### src/rtl/morse_pkg.sv
// Shared definitions for the Morse key front-end, decoder and bench:
// FSM state encoding and default timing constants.
package morse_pkg;

  typedef enum logic [1:0] {
    ST_IDLE  = 2'd0,
    ST_PRESS = 2'd1,
    ST_GAP   = 2'd2,
    ST_HOLD  = 2'd3
  } state_t;

  localparam int CLK_PER_UNIT_DEF = 50000;
  localparam int DEB_CYCLES_DEF   = 16;
  localparam int DASH_UNITS_DEF   = 2;
  localparam int LETTER_UNITS_DEF = 3;
  localparam int CANCEL_UNITS_DEF = 10;
  localparam int MAX_SYMS_DEF     = 4;

  function automatic logic [3:0] sat_inc4(input logic [3:0] v);
    return (v == 4'hF) ? v : v + 4'd1;
  endfunction

endpackage

### src/rtl/key_sync_deb.sv
// Two-flop synchroniser and debouncer for an active-low raw key.
// o_kp (1 = pressed) flips only after DEB_CYCLES consecutive cycles of the new level.
module key_sync_deb #(
  parameter int DEB_CYCLES = 16
) (
  input  logic i_clk,
  input  logic i_rst,
  input  logic i_key_n,
  output logic o_kp,
  output logic o_kp_rise,
  output logic o_kp_fall
);

  localparam int CNT_W = $clog2(DEB_CYCLES) + 1;
  localparam logic [CNT_W-1:0] CNT_LAST = CNT_W'(DEB_CYCLES - 1);

  logic [1:0]       r_sync;
  logic [CNT_W-1:0] r_cnt;
  logic             r_kp;
  logic             r_rise;
  logic             r_fall;
  logic             w_pressed;

  assign w_pressed = ~r_sync[1];

  // NOTE: non-blocking assignments keep every flop sampling pre-edge values,
  // so the synchroniser chain shifts one stage per clock instead of collapsing.
  always_ff @(posedge i_clk or posedge i_rst) begin
    if (i_rst) begin
      r_sync <= 2'b11;
      r_cnt  <= '0;
      r_kp   <= 1'b0;
      r_rise <= 1'b0;
      r_fall <= 1'b0;
    end else begin
      r_sync <= {r_sync[0], i_key_n};
      r_rise <= 1'b0;
      r_fall <= 1'b0;
      if (w_pressed != r_kp) begin
        if (r_cnt == CNT_LAST) begin
          r_kp   <= w_pressed;
          r_cnt  <= '0;
          r_rise <= w_pressed;
          r_fall <= ~w_pressed;
        end else begin
          r_cnt <= r_cnt + CNT_W'(1);
        end
      end else begin
        r_cnt <= '0;
      end
    end
  end

  assign o_kp      = r_kp;
  assign o_kp_rise = r_rise;
  assign o_kp_fall = r_fall;

endmodule

### src/rtl/morse_key_sched.sv
// Single straight-key front-end: measures press/gap lengths in Morse units and
// issues dot, dash, clear and confirm strobes to the receive decoder.
module morse_key_sched
  import morse_pkg::*;
#(
  parameter int CLK_PER_UNIT = CLK_PER_UNIT_DEF,
  parameter int DEB_CYCLES   = DEB_CYCLES_DEF,
  parameter int DASH_UNITS   = DASH_UNITS_DEF,
  parameter int LETTER_UNITS = LETTER_UNITS_DEF,
  parameter int CANCEL_UNITS = CANCEL_UNITS_DEF,
  parameter int MAX_SYMS     = MAX_SYMS_DEF
) (
  input  logic       wiCLK,
  input  logic       wrst,
  input  logic       wKEY,
  input  logic       wSW,
  output logic       oDot,
  output logic       oDash,
  output logic       oClear,
  output logic       oConfirm,
  output logic       oErr,
  output logic [2:0] oSymCnt,
  output logic [1:0] oState
);

  localparam int PRE_W = (CLK_PER_UNIT > 1) ? $clog2(CLK_PER_UNIT) : 1;
  localparam logic [PRE_W-1:0] PRE_LAST = PRE_W'(CLK_PER_UNIT - 1);
  // The clearing cycle is itself the first cycle of the new interval.
  localparam logic [PRE_W-1:0] PRE_LOAD = (CLK_PER_UNIT > 1) ? PRE_W'(1) : '0;
  localparam logic [3:0] DASH_U    = 4'(DASH_UNITS);
  localparam logic [3:0] LETTER_M1 = 4'(LETTER_UNITS - 1);
  localparam logic [3:0] CANCEL_M1 = 4'(CANCEL_UNITS - 1);
  localparam logic [2:0] SYM_MAX   = 3'(MAX_SYMS);

  logic w_kp, w_kp_rise, w_kp_fall;

  key_sync_deb #(.DEB_CYCLES(DEB_CYCLES)) u_deb (
    .i_clk     (wiCLK),
    .i_rst     (wrst),
    .i_key_n   (wKEY),
    .o_kp      (w_kp),
    .o_kp_rise (w_kp_rise),
    .o_kp_fall (w_kp_fall)
  );

  state_t           r_state, w_state_nx;
  logic [PRE_W-1:0] r_pre;
  logic [3:0]       r_units;
  logic [2:0]       r_symcnt, w_sym_nx;
  logic             r_dot, r_dash, r_clear, r_confirm, r_err;
  logic             w_dot_nx, w_dash_nx, w_clear_nx, w_confirm_nx, w_err_nx;
  logic             w_tick, w_clr, w_reach_letter, w_reach_cancel;

  assign w_tick         = (r_pre == PRE_LAST);
  assign w_reach_letter = w_tick && (r_units == LETTER_M1);
  assign w_reach_cancel = w_tick && (r_units == CANCEL_M1);
  assign w_clr          = (w_state_nx != r_state) || w_kp_rise || w_kp_fall;

  always_ff @(posedge wiCLK or posedge wrst) begin
    if (wrst) begin
      r_pre   <= '0;
      r_units <= '0;
    end else if (w_clr) begin
      r_pre   <= PRE_LOAD;
      r_units <= '0;
    end else if (w_tick) begin
      r_pre   <= '0;
      r_units <= sat_inc4(r_units);
    end else begin
      r_pre <= r_pre + PRE_W'(1);
    end
  end

  // NOTE: every output of this block gets a default first, so no path through
  // the case statement can leave a signal unassigned and infer a latch.
  always_comb begin
    w_state_nx   = r_state;
    w_sym_nx     = r_symcnt;
    w_dot_nx     = 1'b0;
    w_dash_nx    = 1'b0;
    w_clear_nx   = 1'b0;
    w_confirm_nx = 1'b0;
    w_err_nx     = 1'b0;
    if (wSW) begin
      w_state_nx = ST_IDLE;
      w_sym_nx   = '0;
    end else begin
      case (r_state)
        ST_IDLE: if (w_kp_rise) w_state_nx = ST_PRESS;
        ST_PRESS: begin
          // A release always beats a coincident cancel threshold.
          if (w_kp_fall) begin
            if (r_symcnt == SYM_MAX) begin
              w_clear_nx = 1'b1;
              w_err_nx   = 1'b1;
              w_sym_nx   = '0;
              w_state_nx = ST_IDLE;
            end else begin
              w_dash_nx  = (r_units >= DASH_U);
              w_dot_nx   = (r_units < DASH_U);
              w_sym_nx   = r_symcnt + 3'd1;
              w_state_nx = ST_GAP;
            end
          end else if (w_reach_cancel && w_kp) begin
            w_clear_nx = 1'b1;
            w_sym_nx   = '0;
            w_state_nx = ST_HOLD;
          end
        end
        ST_GAP: begin
          if (w_kp_rise) begin
            w_state_nx = ST_PRESS;
          end else if (w_reach_letter) begin
            w_confirm_nx = 1'b1;
            w_sym_nx     = '0;
            w_state_nx   = ST_IDLE;
          end
        end
        ST_HOLD: if (!w_kp) w_state_nx = ST_IDLE;
        default: w_state_nx = ST_IDLE;
      endcase
    end
  end

  always_ff @(posedge wiCLK or posedge wrst) begin
    if (wrst) begin
      r_state   <= ST_IDLE;
      r_symcnt  <= '0;
      r_dot     <= 1'b0;
      r_dash    <= 1'b0;
      r_clear   <= 1'b0;
      r_confirm <= 1'b0;
      r_err     <= 1'b0;
    end else begin
      r_state   <= w_state_nx;
      r_symcnt  <= w_sym_nx;
      r_dot     <= w_dot_nx;
      r_dash    <= w_dash_nx;
      r_clear   <= w_clear_nx;
      r_confirm <= w_confirm_nx;
      r_err     <= w_err_nx;
    end
  end

  assign oDot     = r_dot;
  assign oDash    = r_dash;
  assign oClear   = r_clear;
  assign oConfirm = r_confirm;
  assign oErr     = r_err;
  assign oSymCnt  = r_symcnt;
  assign oState   = r_state;

endmodule
### config.mk
export PLATFORM = sky130hd
export DESIGN_NAME = morse_key_sched
export DESIGN_NICKNAME = d
export VERILOG_FILES = /design/src/rtl/morse_pkg.sv /design/src/rtl/key_sync_deb.sv /design/src/rtl/morse_key_sched.sv
export SDC_FILE = /design/constraint.sdc
export NUM_CORES = 1
export LEC_CHECK = 0
export BUFFER_PORTS_ARGS = -buffer_cell sky130_fd_sc_hd__clkbuf_2
export CORE_AREA = 2 2 78 99
export CTS_CLUSTER_DIAMETER = 50
export DETAILED_ROUTE_END_ITERATION = 8
export DIE_AREA = 0 0 80 101
export SYNTH_ARGS = -nofsm -noshare
export SYNTH_HDL_FRONTEND = slang
export SYNTH_SLANG_ARGS = --single-unit
### constraint.sdc
create_clock -name wiCLK -period 4.4 [get_ports wiCLK]
set_input_delay 0.22 -clock wiCLK [delete_from_list [all_inputs] [get_ports wiCLK]]
set_output_delay 0.22 -clock wiCLK [all_outputs]
set_load 0.005 [all_outputs]
Word-level counts from Yosys, hierarchy flattened
Cells that the tools add are included.
{"block": "word_totals", "mem_bits_ro": 0, "reg_bits": 40, "inputBits": 4, "latchBits": 0, "elab_cells": 94, "mem_count": 0, "mem_bits_rw": 0}
{"block": "op_classes", "n_mul": 0, "n_addsub": 4, "shift": 0, "n_reduce_logical": 11, "eq_ne": 15, "mux": 47, "magnitude_cmp": 2, "bitwise_logic": 1, "div": 0}
{"op": "16-bit 2-to-1 mux", "count": 2}
{"op": "1-bit 2-to-1 mux", "count": 24}
{"op": "3-bit 2-to-1 mux", "count": 6}
{"op": "16-bit by 1-bit adder with 16-bit output, second input constant", "count": 1}
{"op": "16-bit == test, second input constant", "count": 1}
{"op": "2-bit 2-to-1 mux", "count": 8}
{"op": "4-bit 2-to-1 mux", "count": 3}
{"op": "5-bit 2-to-1 mux", "count": 2}
{"op": "4-bit == test, second input constant", "count": 2}
{"op": "2-bit case mux with 4 select lines", "count": 1}
{"op": "3-bit inequality test, second input constant", "count": 2}
{"op": "3-bit case mux with 2 select lines", "count": 1}
{"op": "5-bit by 1-bit adder with 5-bit output, second input constant", "count": 1}
{"op": "5-bit by 4-bit == test with 1-bit output, second input constant", "count": 1}
{"op": "4-bit by 1-bit adder with 4-bit output, second input constant", "count": 1}
{"op": "2-bit == test, second input constant", "count": 2}
{"op": "4-bit by 2-bit == test with 1-bit output, second input constant", "count": 1}
{"op": "4-bit by 2-bit >= comparator with 1-bit output, second input constant", "count": 1}
{"op": "4-bit by 2-bit less-than comparator with 1-bit output, second input constant", "count": 1}
{"op": "4-bit by 3-bit inequality test with 1-bit output, second input constant", "count": 1}
{"op": "2-bit AND reduction", "count": 2}
{"op": "4-bit AND reduction", "count": 1}
{"op": "3-bit by 1-bit adder with 3-bit output, second input constant", "count": 1}
{"op": "3-bit == test, second input constant", "count": 1}
{"op": "10 further kinds", "count": 13}

Depth between registers and ports, before layout
{"block": "depth", "depth_word": 12, "depth_mapped": 7, "depth_no_buf": 7}

Modules after synthesis
From an unflattened synthesis, not the netlist that was laid out.
{"block": "unflattened", "cells_unflattened": 200, "area_unflattened_um2": 2149.6}
{"module": "morse_key_sched", "cells_each": 171, "area_each_um2": 1770.4, "instances": 1}
{"module": "key_sync_deb", "cells_each": 29, "area_each_um2": 379.1, "instances": 1}

Least setup slack after synthesis
OpenSTA, ideal clock, no wires.
{"block": "synth_path", "path_type": "register to register", "start": "reg r_pre[10]", "end": "reg r_units[1]", "required_time_ns": 4.237, "path_buffers": 0, "path_stages_with_launch": 6, "slack_ns": 2.138, "arrival_ns": 2.099, "cell_sequence": "dfrtp_1 -> or4b_4 -> or4_4 -> or3_4 -> a22oi_4 -> a311oi_1"}
{"block": "synth_via", "elab_chain_cells": 12, "elab_cells_between_ends": 17, "classes_between": "3 x eq/ne; 7 x mux; 7 x reduce/logical"}
{"element": "start, declared", "line_no": "morse_key_sched.sv:47", "source": "logic [PRE_W-1:0] r_pre;"}
{"element": "start signal, assigned", "line_no": "morse_key_sched.sv:70", "source": "r_pre <= r_pre + PRE_W'(1);"}
{"element": "16-bit == test *", "line_no": "morse_key_sched.sv:54", "source": "assign w_tick = (r_pre == PRE_LAST);"}
{"element": "1-bit logical AND", "line_no": "morse_key_sched.sv:56", "source": "assign w_reach_cancel = w_tick && (r_units == CANCEL_M1);"}
{"element": "1-bit logical AND", "line_no": "morse_key_sched.sv:104", "source": "end else if (w_reach_cancel && w_kp) begin"}
{"element": "2-bit 2-to-1 mux", "line_no": "morse_key_sched.sv:104"}
{"element": "2-bit 2-to-1 mux", "line_no": "morse_key_sched.sv:92", "source": "if (w_kp_fall) begin"}
{"element": "2-bit case mux with 4 select lines", "line_no": "morse_key_sched.sv:88", "source": "case (r_state)"}
{"element": "2-bit 2-to-1 mux", "line_no": "morse_key_sched.sv:84", "source": "if (wSW) begin"}
{"element": "2-bit inequality test", "line_no": "morse_key_sched.sv:57", "source": "assign w_clr = (w_state_nx != r_state) || w_kp_rise || w_kp_fall;"}
{"element": "1-bit logical OR (2 in series)", "line_no": "morse_key_sched.sv:57"}
{"element": "2-bit inequality test (no source line) or 2-bit nonzero test (tied branches)"}
{"element": "2-bit AND reduction (no source line)"}
{"element": "end signal, assigned", "line_no": "morse_key_sched.sv:68", "source": "r_units <= sat_inc4(r_units);"}
{"element": "end, declared", "line_no": "morse_key_sched.sv:48", "source": "logic [3:0] r_units;"}
Every way passes the cells marked *; elsewhere a longest branch is shown, timed or not.
A chain may end at the register's enable or synchronous reset.

Worst setup path in the final report
Same ends and word-level chain as after synthesis.

==> run_results.csv <==
group,metric,value,unit
run_status,status,"completed",
timing,drv_slew,0,
min_path,hp-class,"in -> async",
critical_path,regToRegStartpoint,"r_pre[10]$_DFF_PP0_",
synth,ys_types,49,
synth,synth_edf_count,0,
synth,ys.flop_type,"dfrtp_1",
critical_path,crit_fanout,10,
routing,vias_per_cell,4.76,
placed_design,dp_hpwl,2.65,mm
synth,synth.area.top_cells,"dfrtp_1 45%, nor2_1 6.3%, ha_1 4.2%, xnor2_1 4.2%, xor2_1 3.3%",
critical_path,reg2reg_slack,1.89,ns
layout,antenna_cells,0,
die,initial_core_util,29.1,%
critical_path,worst_ep_arrival_time,2.64,ns
synth,yosysTopAreaCell,"dfrtp_1",
placed_design,post-place-ws,1.90,ns
critical_path,critPathLaunch,"r_pre[10]$_DFF_PP0_",
timing,period_needed,2.51,ns
timing,tns,0,ns
power_and_ir_drop,p_per_area,357,nW/um^2
critical_path,crit_slowest_cell,"nor4_2",
routing,drt_iter0_markers,126,
die,die_area,8080,sq um
grt,grt_pass1_vias,1497,
synth,synth.avg_cell_area,10.2,sq um
synth,synth_nets,216,
critical_path,reg2reg_to,"r_units[1]$_DFFE_PP0P_",
clocking,h-tree-depth,2,
die,die_w,80,um
routing,drcViolationCount,0,
critical_path,ff2ff_path_depth,5,
synth,synth_top_cell_area_share,45.5,%
timing,fin_crit_sh,57.1,%
synth,ys_top_cells_by_count,"38 x dfrtp_1, 35 x nor2_1, 11 x a21oi_1, 11 x nand3_1",
grt,grtUsageTotal,10.7,%
routing,wl_per_cell,12.1,um
clocking,cts_sinks,40,
clocking,numCtsBuffers,5,
die,core_area,7180,sq um
synth,synth-seq-cells,40,
clocking,cts-root-buf,"clkbuf_8",
critical_path,crit_chain,"or4b_4, nor4_2, nand4b_1, a22oi_4, a311oi_1",
layout,drive_gt1_share,17.6,%
layout,final_area,2360,sq um
die,die_h,101,um
grt,grt_max_degree,41,
timing,setup_viol,0,
critical_path,cp-start-kind,"register",
synth,synthCells,205,
timing,rsz0062_at_grt,"no",
clocking,cts_tree,"yes",
critical_path,path_delay_family,"simple AND/OR/NAND/NOR gates",
routing,vias,1496,
synth,syn-cell-area,2090,sq um
die,ios,14,
power_and_ir_drop,ir_drop,0.133,mV
layout,post-route-util,32.8,%
layout,final_cells,314,
placed_design,io_buffer_count,13,
timing,hold_ws,0.00447,ns
placed_design,place_area,2230,sq um
placed_design,dpl.cell_count,305,
critical_path,cp-endpoint,"r_units[1]$_DFFE_PP0P_",
synth,synthArstFlopShare,100,%
synth,ys_seq_area_share,48.0,%
grt,grt-ovfl-total,0,
critical_path,slowest_delay,0.77,ns
die,core.rowCount,35,
grt,grt_first_pass_wirelength,6.89,mm
critical_path,worstPathRequired,4.53,ns
job,drv_cap,0,
timing,fmax,398,MHz
critical_path,path_depth,5,
routing,finalWirelength,3.79,mm
clocking,clk_latency,0.30,ns
placed_design,gp_congestion,0.802,
routing,drt_first_pass_iters,4,
timing,worst_pin_slew,0.838,ns
synth,yosysMostFrequentCell,"dfrtp_1",
critical_path,path_class,"reg -> reg",
grt,antenna_found_initial,0,
synth,yosysWarnings,0,
timing,fin_skew,0.0115,ns
timing,final-hold-violation-count,0,
timing,setup_slack,1.89,ns
clocking,post_cts_resized,0,
power_and_ir_drop,power,841,uW
power_and_ir_drop,leakagePower,1.00,nW
routing,ant_nets,0,
layout,final_nets,232,
critical_path,end_kind,"register",
critical_path,crit_buf_inv,0,
clocking,clk_pin_slew,0.08,ns
timing,relSlewSlack,43.7,%
clocking,clock_path_buffers,2,
layout,area_growth,12.7,%
## repair_timing
item,in CTS,in global routing
hold buffers,1,0
endpoints found under the hold margin,1,0
buffers inserted,0,0
## worst reg2reg max path, delay by kind of cell, from the launching register on
kind / cells / cell delay, ns
simple gates: 3 / 1.57
flops: 1 / 0.44
compound gates: 2 / 0.34
## cells in the final DEF, fill, tap and decap left out, drive strengths merged, types with 3 or more instances in the layout
| master | netlist | routed |
|---|---|---|
| dfrtp | 38 | 38 |
| nor2 | 35 | 35 |
| clkbuf | 2 | 18 |
| nand3 | 11 | 11 |
| a21oi | 11 | 11 |
| inv | 10 | 11 |
| xnor2 | 10 | 10 |
| nand2 | 8 | 8 |
| xor2 | 8 | 8 |
| nand4 | 8 | 8 |
| ha | 7 | 7 |
| nor2b | 6 | 6 |
| nor3 | 5 | 5 |
| o21ai | 5 | 5 |
| nor4 | 4 | 4 |
| and3 | 3 | 3 |
## how the worst min path moves through the flow
stage | from | to | slack, ns
global route | wrst | r_pre[8]$_DFF_PP0_ | 0.06
CTS | wrst | r_pre[8]$_DFF_PP0_ | 0.03
global placement | wKEY | u_deb.r_sync[0]$_DFF_PP1_ | 0.31
finish | wrst | r_pre[8]$_DFF_PP0_ | 0.004
floorplan | wKEY | u_deb.r_sync[0]$_DFF_PP1_ | 0.22
detailed placement | wKEY | u_deb.r_sync[0]$_DFF_PP1_ | 0.31
## state kept, by name (all words and copies together) (netlist names)
name and count:
oClear 1, oConfirm 1, oDash 1, oDot 1
oErr 1, oState 2, oSymCnt 3, r_pre 16
r_units 4, u_deb.o_kp 1, u_deb.o_kp_fall 1, u_deb.o_kp_rise 1
u_deb.r_cnt 5, u_deb.r_sync 2
## metal layers
layer	track usage, %	part of all wire, %	vias to the layer above
li1	-	-	744
met1	14.2	47	730
met2	16.7	48	17
met3	3.05	3.5	5
met4	3.52	1.7	0
met5	0	0	-
## final cells by class
cell class,instances,area [sq um]
Tap cell,92,115
Sequential cell,40,1000
Fill cell,756,4820
Clock inverter,3,46.3
Clock buffer,5,68.8
Timing Repair Buffer,15,82.6
Multi-Input combinational cell,149,1000
Inverter,10,37.5
## cell families (layout without fill, tap and decap cells)
logic type               Yosys count  in the layout  synth area share (%)
AO/OA/AOI/OAI                     29             29                  10.1
flip-flops                        40             40                  48.0
AND/OR/NAND/NOR                   94             94                  25.7
buffers and inverters             16             33                  4.01
multiplexers                       1              1                 0.478
adder cells (fa/ha/maj)            7              7                  4.19
XOR/XNOR                          18             18                  7.54
## report_power, final
part | internal (mW) | switching, mW
Clock | 0.171 | 0.135
Sequential | 0.402 | 0.0364
Combinational | 0.0463 | 0.0504
Total | 0.619 | 0.222
Power figures use the tool's default switching activity.
